[config.mk]
export PLATFORM = sky130hd
export DESIGN_NAME = sample_tap_buffer
export DESIGN_NICKNAME = d
export VERILOG_FILES = /design/src/rtl/sample_tap_buffer_pkg.sv /design/src/rtl/sample_tap_buffer_delay_line.sv /design/src/rtl/sample_tap_buffer.sv
export SDC_FILE = /design/constraint.sdc
export NUM_CORES = 1
export LEC_CHECK = 0
export CORE_MARGIN = 2
export CORE_UTILIZATION = 45
export CTS_BUF_LIST = sky130_fd_sc_hd__clkbuf_4
export CTS_CLUSTER_DIAMETER = 40
export DETAILED_ROUTE_END_ITERATION = 10
export GPL_TIMING_DRIVEN = 0
export PLACE_DENSITY = 0.7
export SKIP_LAST_GASP = 1
export SYNTH_ARGS = -nofsm -noshare
export SYNTH_HDL_FRONTEND = slang
export SYNTH_SLANG_ARGS = --single-unit
export TNS_END_PERCENT = 30
[constraint.sdc]
create_clock -name clk -period 3.9 [get_ports clk]
set_input_delay 1.17 -clock clk [delete_from_list [all_inputs] [get_ports clk]]
set_output_delay 1.17 -clock clk [all_outputs]
set_load 0.02 [all_outputs]
[src/rtl/sample_tap_buffer_pkg.sv]
// Shared defaults, snapshot FSM encoding and a ceil-log2 helper for the tap buffer.
package sample_tap_buffer_pkg;

  localparam int unsigned DEFAULT_WIDTH = 8;
  localparam int unsigned DEFAULT_DEPTH = 6;
  localparam int unsigned DEFAULT_SEL_W = 3;

  typedef enum logic {
    ST_IDLE   = 1'b0,
    ST_STREAM = 1'b1
  } snap_state_e;

  // Smallest number of bits able to index 'value' entries.
  function automatic int unsigned clog2(input int unsigned value);
    int unsigned bits;
    bits = 0;
    for (int unsigned i = 0; i < 32; i++) begin
      if ((64'd1 << i) < 64'(value)) bits = i + 1;
    end
    return bits;
  endfunction

endpackage

[src/rtl/sample_tap_buffer_delay_line.sv]
// Sample delay line: DEPTH taps shifted by rxstrobe, saturating fill count, flush clear.
module tap_delay_line
  import sample_tap_buffer_pkg::*;
#(
  parameter int unsigned WIDTH = DEFAULT_WIDTH,
  parameter int unsigned DEPTH = DEFAULT_DEPTH,
  parameter int unsigned SEL_W = DEFAULT_SEL_W
) (
  input  logic                   clk,
  input  logic                   reset,
  input  logic                   rxstrobe,
  input  logic                   flush,
  input  logic [WIDTH-1:0]       in_sample,
  output logic [DEPTH*WIDTH-1:0] taps,
  output logic [SEL_W:0]         fill
);

  localparam logic [SEL_W:0] FILL_MAX = (SEL_W+1)'(DEPTH);

  logic [WIDTH-1:0] tap_q [DEPTH];

  // Shift register; flush wins over a same-cycle strobe so that sample is dropped.
  always_ff @(posedge clk) begin
    if (reset || flush) begin
      for (int i = 0; i < int'(DEPTH); i++) tap_q[i] <= '0;
    end else if (rxstrobe) begin
      tap_q[0] <= in_sample;
      for (int i = 1; i < int'(DEPTH); i++) tap_q[i] <= tap_q[i-1];
    end
  end

  // Count of written taps, saturating at DEPTH.
  always_ff @(posedge clk) begin
    if (reset || flush) begin
      fill <= '0;
    end else if (rxstrobe && (fill != FILL_MAX)) begin
      fill <= fill + 1'b1;
    end
  end

  for (genvar g = 0; g < int'(DEPTH); g++) begin : g_flatten
    assign taps[g*WIDTH +: WIDTH] = tap_q[g];
  end

endmodule

[src/rtl/sample_tap_buffer.sv]
// Tap buffer top: delay line, live tap select and a snapshot streamer over valid/ready.
module sample_tap_buffer
  import sample_tap_buffer_pkg::*;
#(
  parameter int unsigned WIDTH = DEFAULT_WIDTH,
  parameter int unsigned DEPTH = DEFAULT_DEPTH,
  parameter int unsigned SEL_W = DEFAULT_SEL_W
) (
  input  logic             clk,
  input  logic             reset,
  input  logic             rxstrobe,
  input  logic             flush,
  input  logic [WIDTH-1:0] in_sample,
  output logic [WIDTH-1:0] out_sample,
  input  logic [SEL_W-1:0] sel,
  output logic [WIDTH-1:0] data,
  output logic [SEL_W:0]   fill,
  output logic             full,
  input  logic             snap_req,
  output logic             snap_busy,
  output logic [WIDTH-1:0] rd_data,
  output logic             rd_valid,
  input  logic             rd_ready,
  output logic             rd_last
);

  if ((SEL_W < clog2(DEPTH)) || (DEPTH < 2)) begin : g_param_check
    $error("sample_tap_buffer: need DEPTH >= 2 and 2**SEL_W >= DEPTH");
  end

  localparam logic [SEL_W-1:0] LAST_IDX = SEL_W'(DEPTH - 1);
  localparam logic [SEL_W:0]   FILL_MAX = (SEL_W+1)'(DEPTH);

  logic [DEPTH*WIDTH-1:0] taps;
  logic [WIDTH-1:0]       tap_w  [DEPTH];
  logic [WIDTH-1:0]       snap_q [DEPTH];
  snap_state_e            state, state_nxt;
  logic [SEL_W-1:0]       idx, idx_nxt;
  logic                   snap_load;

  tap_delay_line #(
    .WIDTH (WIDTH),
    .DEPTH (DEPTH),
    .SEL_W (SEL_W)
  ) u_delay_line (
    .clk       (clk),
    .reset     (reset),
    .rxstrobe  (rxstrobe),
    .flush     (flush),
    .in_sample (in_sample),
    .taps      (taps),
    .fill      (fill)
  );

  for (genvar g = 0; g < int'(DEPTH); g++) begin : g_unpack
    assign tap_w[g] = taps[g*WIDTH +: WIDTH];
  end

  assign out_sample = tap_w[DEPTH-1];
  assign full       = (fill == FILL_MAX);

  // Live tap select; indices past the last tap read as zero.
  always_comb begin
    data = '0;
    for (int i = 0; i < int'(DEPTH); i++) begin
      if (sel == SEL_W'(i)) data = tap_w[i];
    end
  end

  // Snapshot FSM state and read index.
  always_ff @(posedge clk) begin
    if (reset) begin
      state <= ST_IDLE;
      idx   <= '0;
    end else begin
      state <= state_nxt;
      idx   <= idx_nxt;
    end
  end

  // Snapshot capture takes the pre-shift tap values of the request cycle.
  always_ff @(posedge clk) begin
    if (reset) begin
      for (int i = 0; i < int'(DEPTH); i++) snap_q[i] <= '0;
    end else if (snap_load) begin
      for (int i = 0; i < int'(DEPTH); i++) snap_q[i] <= tap_w[i];
    end
  end

  // Next-state and handshake outputs; requests outside IDLE are dropped.
  always_comb begin
    state_nxt = state;
    idx_nxt   = idx;
    snap_load = 1'b0;
    snap_busy = 1'b0;
    rd_valid  = 1'b0;
    rd_last   = 1'b0;
    case (state)
      ST_IDLE: begin
        if (snap_req) begin
          snap_load = 1'b1;
          idx_nxt   = '0;
          state_nxt = ST_STREAM;
        end
      end
      ST_STREAM: begin
        snap_busy = 1'b1;
        rd_valid  = 1'b1;
        rd_last   = (idx == LAST_IDX);
        if (rd_ready) begin
          if (idx == LAST_IDX) begin
            state_nxt = ST_IDLE;
          end else begin
            idx_nxt = idx + 1'b1;
          end
        end
      end
      default: state_nxt = ST_IDLE;
    endcase
  end

  // Streamed tap, held at zero outside a stream.
  always_comb begin
    rd_data = '0;
    if (state == ST_STREAM) begin
      for (int i = 0; i < int'(DEPTH); i++) begin
        if (idx == SEL_W'(i)) rd_data = snap_q[i];
      end
    end
  end

endmodule

# Word-level counts from Yosys, hierarchy flattened
# Memories as Yosys holds them, arrays and structs flattened.
# Cells that the tools add are included.
# W data, S select, Z words.
# word_totals
reg_bits	8
ram_bits	96
input_bits	17
out_inout_bits	32
elab_cells	86
mem_count	2
# memory_table
memory	words	width	read_ports	rd_ports_with_merged_regs	write_ports	line	source
snap_q	6	8	6	0	6	sample_tap_buffer.sv:36	logic [WIDTH-1:0] snap_q [DEPTH];
u_delay_line.tap_q	6	8	6	0	6	sample_tap_buffer_delay_line.sv:20	logic [WIDTH-1:0] tap_q [DEPTH];
# op_classes
add_sub_neg	2
eq_ne	15
mux	46
n_bitwise	13
n_reduce_logical	5
# op_table
op	n
$mux W8	25
$mux W1	16
$eq A3 B2 Y1 const B	4
$eq A3 B3 Y1 const B	4
$or A1 B1 Y1	12
$mux W3	3
$eq A3 B1 Y1 const B	2
$logic_not A3 Y1	2
$ne A2 B2 Y1 const B	3
$pmux W3 S2	1
$add A4 B1 Y4 const B	1
$eq A4 B3 Y1 const B	1
$ne A4 B3 Y1 const B	1
$add A3 B1 Y3 const B	1
$reduce_and A3 Y1	1
$pmux W1 S2	1
$logic_and A1 B1 Y1	1
$logic_or A1 B1 Y1	1
$not A1 Y1	1

# Logic depth before layout (Yosys ltp)
# Gate-level depths: netlist of run 1.
# logic_depth
ltp_word	8
depth_mapped	8
depth_no_buf	6

# Modules after synthesis
# Synthesis of run 1 repeated with hierarchy kept, for this count alone.
# unflattened
hier_cells	405
hier_area_um2	5267.6
# by_module_without_submodules
module	n_inst	cells_per_inst	area_each_um2	seq_area_each_um2
sample_tap_buffer	1	278	3220.6	1521.5
tap_delay_line	1	127	2047.0	1521.5

# Least setup slack after synthesis of run 1
# OpenSTA, ideal clock, no wires.
# synth_path
path_kind	input port to output port
start	input port sel[0]
end	output port data[0]
t_arrival_ns	2.168
required_ns	2.730
slack_ns	0.562
cell_stages	5
path_buffers	2
path_cell_list	buf_2 -> nor2b_1 -> clkbuf_1 -> a2bb2oi_1 -> o221ai_1
# synth_between
elab_chain_cells	7
word_cells_on_any_way	12
classes_between	5 x eq/ne; 6 x mux; 1 x reduce/logical
# synth_rtl
element	line	source
start: declaration	sample_tap_buffer.sv:15	input logic [SEL_W-1:0] sel,
$logic_not A3 Y1	sample_tap_buffer.sv:66	if (sel == SEL_W'(i)) data = tap_w[i];
$mux W8 (5 in series)	sample_tap_buffer.sv:66	
$mux W8 (*)	sample_tap_buffer.sv:66	
end: declaration	sample_tap_buffer.sv:16	output logic [WIDTH-1:0] data,
# Mark *: on every way between the ends. The rest lies on a longest branch, timed or not.

# Final worst setup path of run 1
# layout_path
start	input port sel[1]
end	output port data[4]
# The elaborated chain is that of the path after synthesis.

==> impl_metrics.yaml, run 1 <==
detailed_routing:
  drt-initial-drc-count: 147
  final_antenna_net_count: 0
  drc: 0
  vias: 3284
  routed_wl_mm: 10.9
  drt_first_pass_iters: 6
  via_per_inst: 5.47
  drt-wirelength-per-cell_um: 18.2
grt:
  grt_use_total: 0.196
  grt.overflow.total: 0
  grt_pass1_wl_mm: 17.1
  grt_pass1_vias: 3216
  grt_max_degree: 40
  antenna_found_initial: 0
timing:
  fin_ws_ns: -0.0904
  period_share: 1.02
  max_slew_margin: 0.595
  post-route-min-period_ns: 3.99
  tightest_slew_ns: 0.605
  fin_tns_setup_ns: -0.633
  fmax_ghz: 0.251
  rsz0062_at_grt: "true"
  maxSlewViolCount: 0
  setup_viol: 9
  finalHoldViolations: 0
  fin_skew_ns: 0.0262
cts:
  clock_latency_ns: 0.45
  clockRootBuffer: "clkbuf_4"
  cts_resized: 24
  cts_buffers: 9
  cts-htree-levels: 3
  cts_setup_buffers: 0
  cts.sinks: 104
  hold_buffers: 0
  clkSlewWorstSetupHoldPaths_ns: 0.14
  cts_tree: "yes"
  clock_path_buffers: 2
layout:
  final_cell_count_no_fill: 600
  post-route-util: 0.535
  fin_nets: 479
  layout_common_cells: "edfxtp_1 (96), and3_1 (49), and2_1 (49), clkdlybuf4s50_1 (33), nand2_1 (18)"
  syn_to_final_growth_pct: 16.1
  num-fill-cells: 928
  final_common_cell: "edfxtp_1"
  multi_input_area_um2: 1680
  drive_above_1_share: 0.122
  regArea_um2: 3040
  num_antenna_cells: 0
  design_area_um2: 5780
yosys:
  syn_avg_cell_area_um2: 12.5
  synth.yosys.seq_area_share: 0.612
  syn_area_um2: 4980
  syn_inst: 399
  async_reset_ff_frac: 0
  synth_edf_count: 96
  synth-seq-cells: 104
  synthDistinctLibCells: 36
  synth_ff_type: "edfxtp_1"
  yosysWarningCount: 0
  synth_nets: 423
critical_path:
  required_ns: 2.73
  crit_fanout: 10
  critPathCaptureType: "primary output"
  crit_type: "in -> out"
  arrival_ns: 2.82
  startpoint_type: "primary input"
placed_design:
  place_hpwl_mm: 8.16
  routabilityCongestion: 0.951
  dp.cells: 586
  portBuffers: 45
  place_area_um2: 5650
floorplanning:
  die_area_um2: 11900
  die_x_um: 109
  coreArea_um2: 10800
  io_pins: 49
  die_h_um: 109
  initial_core_util: 0.461
  rows: 38
power:
  pwr-share-clk: 0.246
  combPwrFrac: 0.107
  p_seq_frac: 0.647
  p_leak_nw: 2.42
  netSwitchingPower_mw: 0.514
  total_power_mw: 2.02
  peakVddDrop_v: 0.000241
  switching_share: 0.254
  p_per_area_nw_per_um2: 350
  p_int_mw: 1.51
min_path:
  worstHoldPathType: "reg -> reg"
run_status:
  violations: "setup timing"
  outcome: "complete, but fails checks"
run:
  drv_cap: 0
==> worst max-delay path, stage by stage <==
cell             delay, ns
clkdlybuf4s50_1       0.50
buf_6                 0.17
mux2i_1               0.19
a2bb2oi_1             0.24
o221ai_1              0.19
dlygate4sd2_1         0.36
==> cells in the mapped netlist (2+ instances only) <==
library cell  count  share of area
edfxtp_1         96           0.58
and2_1           49          0.062
and3_1           49          0.062
clkbuf_1         19          0.014
nand2_1          19          0.014
mux2i_1          16          0.032
inv_1            15          0.011
a21oi_1          14          0.014
buf_4            10          0.015
nand3b_1         10          0.015
o21ai_0           9         0.0091
a21oi_2           8          0.014
a221o_1           8          0.016
a2bb2oi_1         8          0.014
dfxtp_1           8          0.032
o221ai_1          8          0.014
o2bb2ai_1         8          0.014
buf_2             7         0.0070
ha_1              7          0.018
o211ai_1          4         0.0060
or3_1             4         0.0050
clkbuf_2          3         0.0030
nor2_1            3         0.0023
a311oi_1          2         0.0035
buf_6             2         0.0045
nand2b_1          2         0.0025
nand3_1           2         0.0020
==> per-stage QoR <==
step	hold WS [ns]	setup WS, ns
4_1_cts	0.552	-0.129
5_1_grt	0.588	-0.213
6_report	0.556	-0.0904
3_5_place_dp	0.530	-0.552
3_3_place_gp	0.497	-0.466
2_1_floorplan	0.501	0.562
==> layer usage <==
metal	part of all wire	track usage	vias up
li1	-	-	1578
met1	0.44	0.265	1557
met2	0.45	0.295	121
met3	0.059	0.0347	28
met4	0.048	0.114	0
met5	0	0	-
==> sequential cells by signal (all words and copies together) (netlist names) <==
| register | cells |
|---|---|
| idx | 3 |
| snap_q | 48 |
| u_delay_line.fill | 4 |
| state | 1 |
| u_delay_line.tap_q | 48 |
==> area by class of cell <==
| type | instances | area share |
|---|---|---|
| Multi-Input combinational cell | 239 | 0.291 |
| Sequential cell | 104 | 0.527 |
| Clock inverter | 6 | 0.00715 |
| Clock buffer | 10 | 0.0130 |
| Buffer | 39 | 0.0379 |
| Inverter | 15 | 0.00974 |
| Tap cell | 140 | 0.0303 |
| Timing Repair Buffer | 47 | 0.0847 |
==> worst paths after layout <==
path / from / end / slack [ns] / cells after the start
worst max-delay path: sel[1] / data[4] / -0.09 / 6
worst min-delay path: idx[1] / idx[1] / 0.56 / 2
worst max register to register: state / snap_q[0][7] / 2.36 / 5
worst min register to register: idx[1] / idx[1] / 0.56 / 2
==> cell families (layout without fill, tap and decap cells) <==
group	after synthesis	in the layout	synth area share
AO/OA/AOI/OAI	72	72	0.109
flip-flops	104	104	0.612
buffers and inverters	56	117	0.0553
AND/OR/NAND/NOR	144	144	0.174
multiplexers	16	16	0.0322
adder cells (fa/ha/maj)	7	7	0.0176
==> power by group through the flow <==
stage / clock network [mW] / registers, mW / logic, mW
floorplan: 0 / 1.32 / 0.131
global placement: 0 / 1.33 / 0.208
detailed placement: 0 / 1.33 / 0.220
CTS: 0.503 / 1.31 / 0.218
global route: 0.542 / 1.32 / 0.235
finish: 0.497 / 1.31 / 0.217
Power figures use the tool's default switching activity.
==> inputs of run 2 (changes only) <==
Settings changed: CELL_PAD_IN_SITES_DETAIL_PLACEMENT set to 1, CELL_PAD_IN_SITES_GLOBAL_PLACEMENT set to 2, CORE_UTILIZATION 45 to 41, PLACE_DENSITY 0.7 to 0.88, SKIP_LAST_GASP 1 to unset.
==> run 2 against run 1 <==
Net effect:
- the flow still finishes with violations (setup timing)
- critical path depth unchanged
- count of clock-buffer cells in the layout unchanged
- first-iteration DRC count up 72%
- utilization down 5.1 points
- non-clock buffer count unchanged
- power down 0.76%
- highest routed layer unchanged
==> impl_metrics.yaml, run 2 (synthesis gave the netlist of run 1 again) <==
critical_path:
  crit_start: "sel[1]"
  r2r_end: "snap_q[2][1]"
  reg2reg_depth: 3
  critPathMaxStageDelay_ns: 0.49
  path_depth: 6
  required_ns: 2.73
  path_delay_family: "buffers and inverters"
  worst_path_max_delay_cell: "clkdlybuf4s50_1"
  endpoint: "data[2]"
  reg2reg_from: "state"
  arrival_ns: 2.75
  crit_chain: "clkdlybuf4s50_1, buf_6, mux2i_1, a2bb2oi_2, o221ai_1, clkdlybuf4s15_1"
  crit_fanout: 10
  crit_buf_inv: 3
  startpoint_type: "primary input"
  r2r_setup_slack_ns: 2.32
  critPathCaptureType: "primary output"
  crit_type: "in -> out"
cts:
  clock_path_buffers: 2
  hold_buffers: 0
  cts.sinks: 104
  clock_latency_ns: 0.46
  clkSlewWorstSetupHoldPaths_ns: 0.14
  cts_tree: "yes"
  clockRootBuffer: "clkbuf_4"
  cts-htree-levels: 3
  cts_buffers: 9
  cts_setup_buffers: 0
layout:
  largest_registers: "snap_q x48, u_delay_line.tap_q x48, u_delay_line.fill x4"
  layout_common_cells: "edfxtp_1 (96), and3_1 (49), and2_1 (49), clkdlybuf4s50_1 (29), nand2_1 (18)"
  final_cell_count_no_fill: 607
  syn_to_final_growth_pct: 16.0
  final_common_cell: "edfxtp_1"
  drive_above_1_share: 0.141
  num_antenna_cells: 0
  fin_nets: 479
  num-fill-cells: 1272
floorplanning:
  die_h_um: 114
  initial_core_util: 0.418
  die_area_um2: 13000
  rows: 40
  die_x_um: 114
  coreArea_um2: 11900
  io_pins: 49
timing:
  fmax_ghz: 0.255
  setup_viol: 1
  whs_ns: 0.545
  period_share: 1.00
  finalHoldViolations: 0
  max_slew_margin: 0.593
  post-route-min-period_ns: 3.92
  fin_skew_ns: 0.0232
  fin_ws_ns: -0.0165
  maxSlewViolCount: 0
  fin_tns_setup_ns: -0.0165
  rsz0062_at_grt: "true"
  tightest_slew_ns: 0.608
grt:
  grt_use_total: 0.199
  antenna_found_initial: 0
  grt_pass1_vias: 3453
  grt_max_degree: 31
  grt.overflow.total: 0
  grt_pass1_wl_mm: 19.4
placed_design:
  place_hpwl_mm: 9.18
  dp.cells: 593
  portBuffers: 45
  routabilityCongestion: 0.835
detailed_routing:
  drt-initial-drc-count: 253
  routed_wl_mm: 12.3
  drt-wirelength-per-cell_um: 20.2
  vias: 3330
  via_per_inst: 5.49
  drc: 0
  final_antenna_net_count: 0
  drt_first_pass_iters: 5
power:
  p_per_area_nw_per_um2: 348
  peakVddDrop_v: 0.000158
  p_leak_nw: 2.38
  total_power_mw: 2.01
min_path:
  worstHoldPathType: "reg -> reg"
run_status:
  outcome: "complete, but fails checks"
  violations: "setup timing"
run:
  drv_cap: 0
run 2: changes by cell type in the layout (fill, tap and decap cells not counted), sizes merged:
cell / change
buf: +2
inv: -3
clkdlybuf4s50: -4
clkbuf: +2
clkinv: +3
dlygate4sd2: +3
dlymetal6s2s: -3
run 2: where the power goes:
part | switching (mW) | internal (mW) | total (mW)
Combinational | 0.131 | 0.0916 | 0.223
Sequential | 0.0367 | 1.27 | 1.31
Clock | 0.345 | 0.129 | 0.474
run 2: layout make-up:
type / count / area (um2) / area share
clock buffer: 10 / 75.1 / 0.0130
buffer: 39 / 219 / 0.0379
multi-input combinational: 239 / 1720 / 0.298
inverter: 15 / 56.3 / 0.00976
sequential: 104 / 3040 / 0.527
clock inverter: 6 / 26.3 / 0.00455
timing repair buffer: 47 / 450 / 0.0780
tap: 147 / 184 / 0.0319
run 2: per-stage QoR:
step	setup slack [ns]	util	instance area (um2)
after floorplan	0.562	-	4980
after global placement	-0.513	0.471	5610
after detailed placement	-0.544	0.475	5660
after global routing	-0.0604	0.485	5770
after CTS	-0.0410	0.485	5780
final	-0.0165	0.485	5770
run 2: layer usage:
| metal | track usage | routed length (um) |
|---|---|---|
| met3 | 0.0323 | 407 |
| met1 | 0.270 | 5620 |
| met2 | 0.320 | 5920 |
| met4 | 0.0797 | 320 |
| met5 | 0 | 0 |
run 2: tightest hold or removal path: stages (launching register included):
cell and delay (ns):
dfxtp_1 0.36, o211ai_1 0.09, o41ai_1 0.07
run 2: timing repair:
action,in CTS,in global routing
pin swaps,0,1
endpoints found under the setup margin,16,14
resized for setup,42,11
run 2: how the worst min path moves through the flow:
stage	cells past startpoint	from	to	slack (ns)
2_1_floorplan	2	idx[1]	idx[1]	0.50
3_3_place_gp	2	u_delay_line.fill[2]	u_delay_line.fill[2]	0.51
3_5_place_dp	2	u_delay_line.fill[3]	u_delay_line.fill[3]	0.52
4_1_cts	2	u_delay_line.fill[3]	u_delay_line.fill[3]	0.55
5_1_grt	2	u_delay_line.fill[3]	u_delay_line.fill[3]	0.59
6_report	2	u_delay_line.fill[3]	u_delay_line.fill[3]	0.55
==> inputs of run 3 (changes only) <==
Settings changed: SLEW_MARGIN set to 20.
==> results of run 3 <==
Final layout, timing and power as in run 2 (identical DEF).
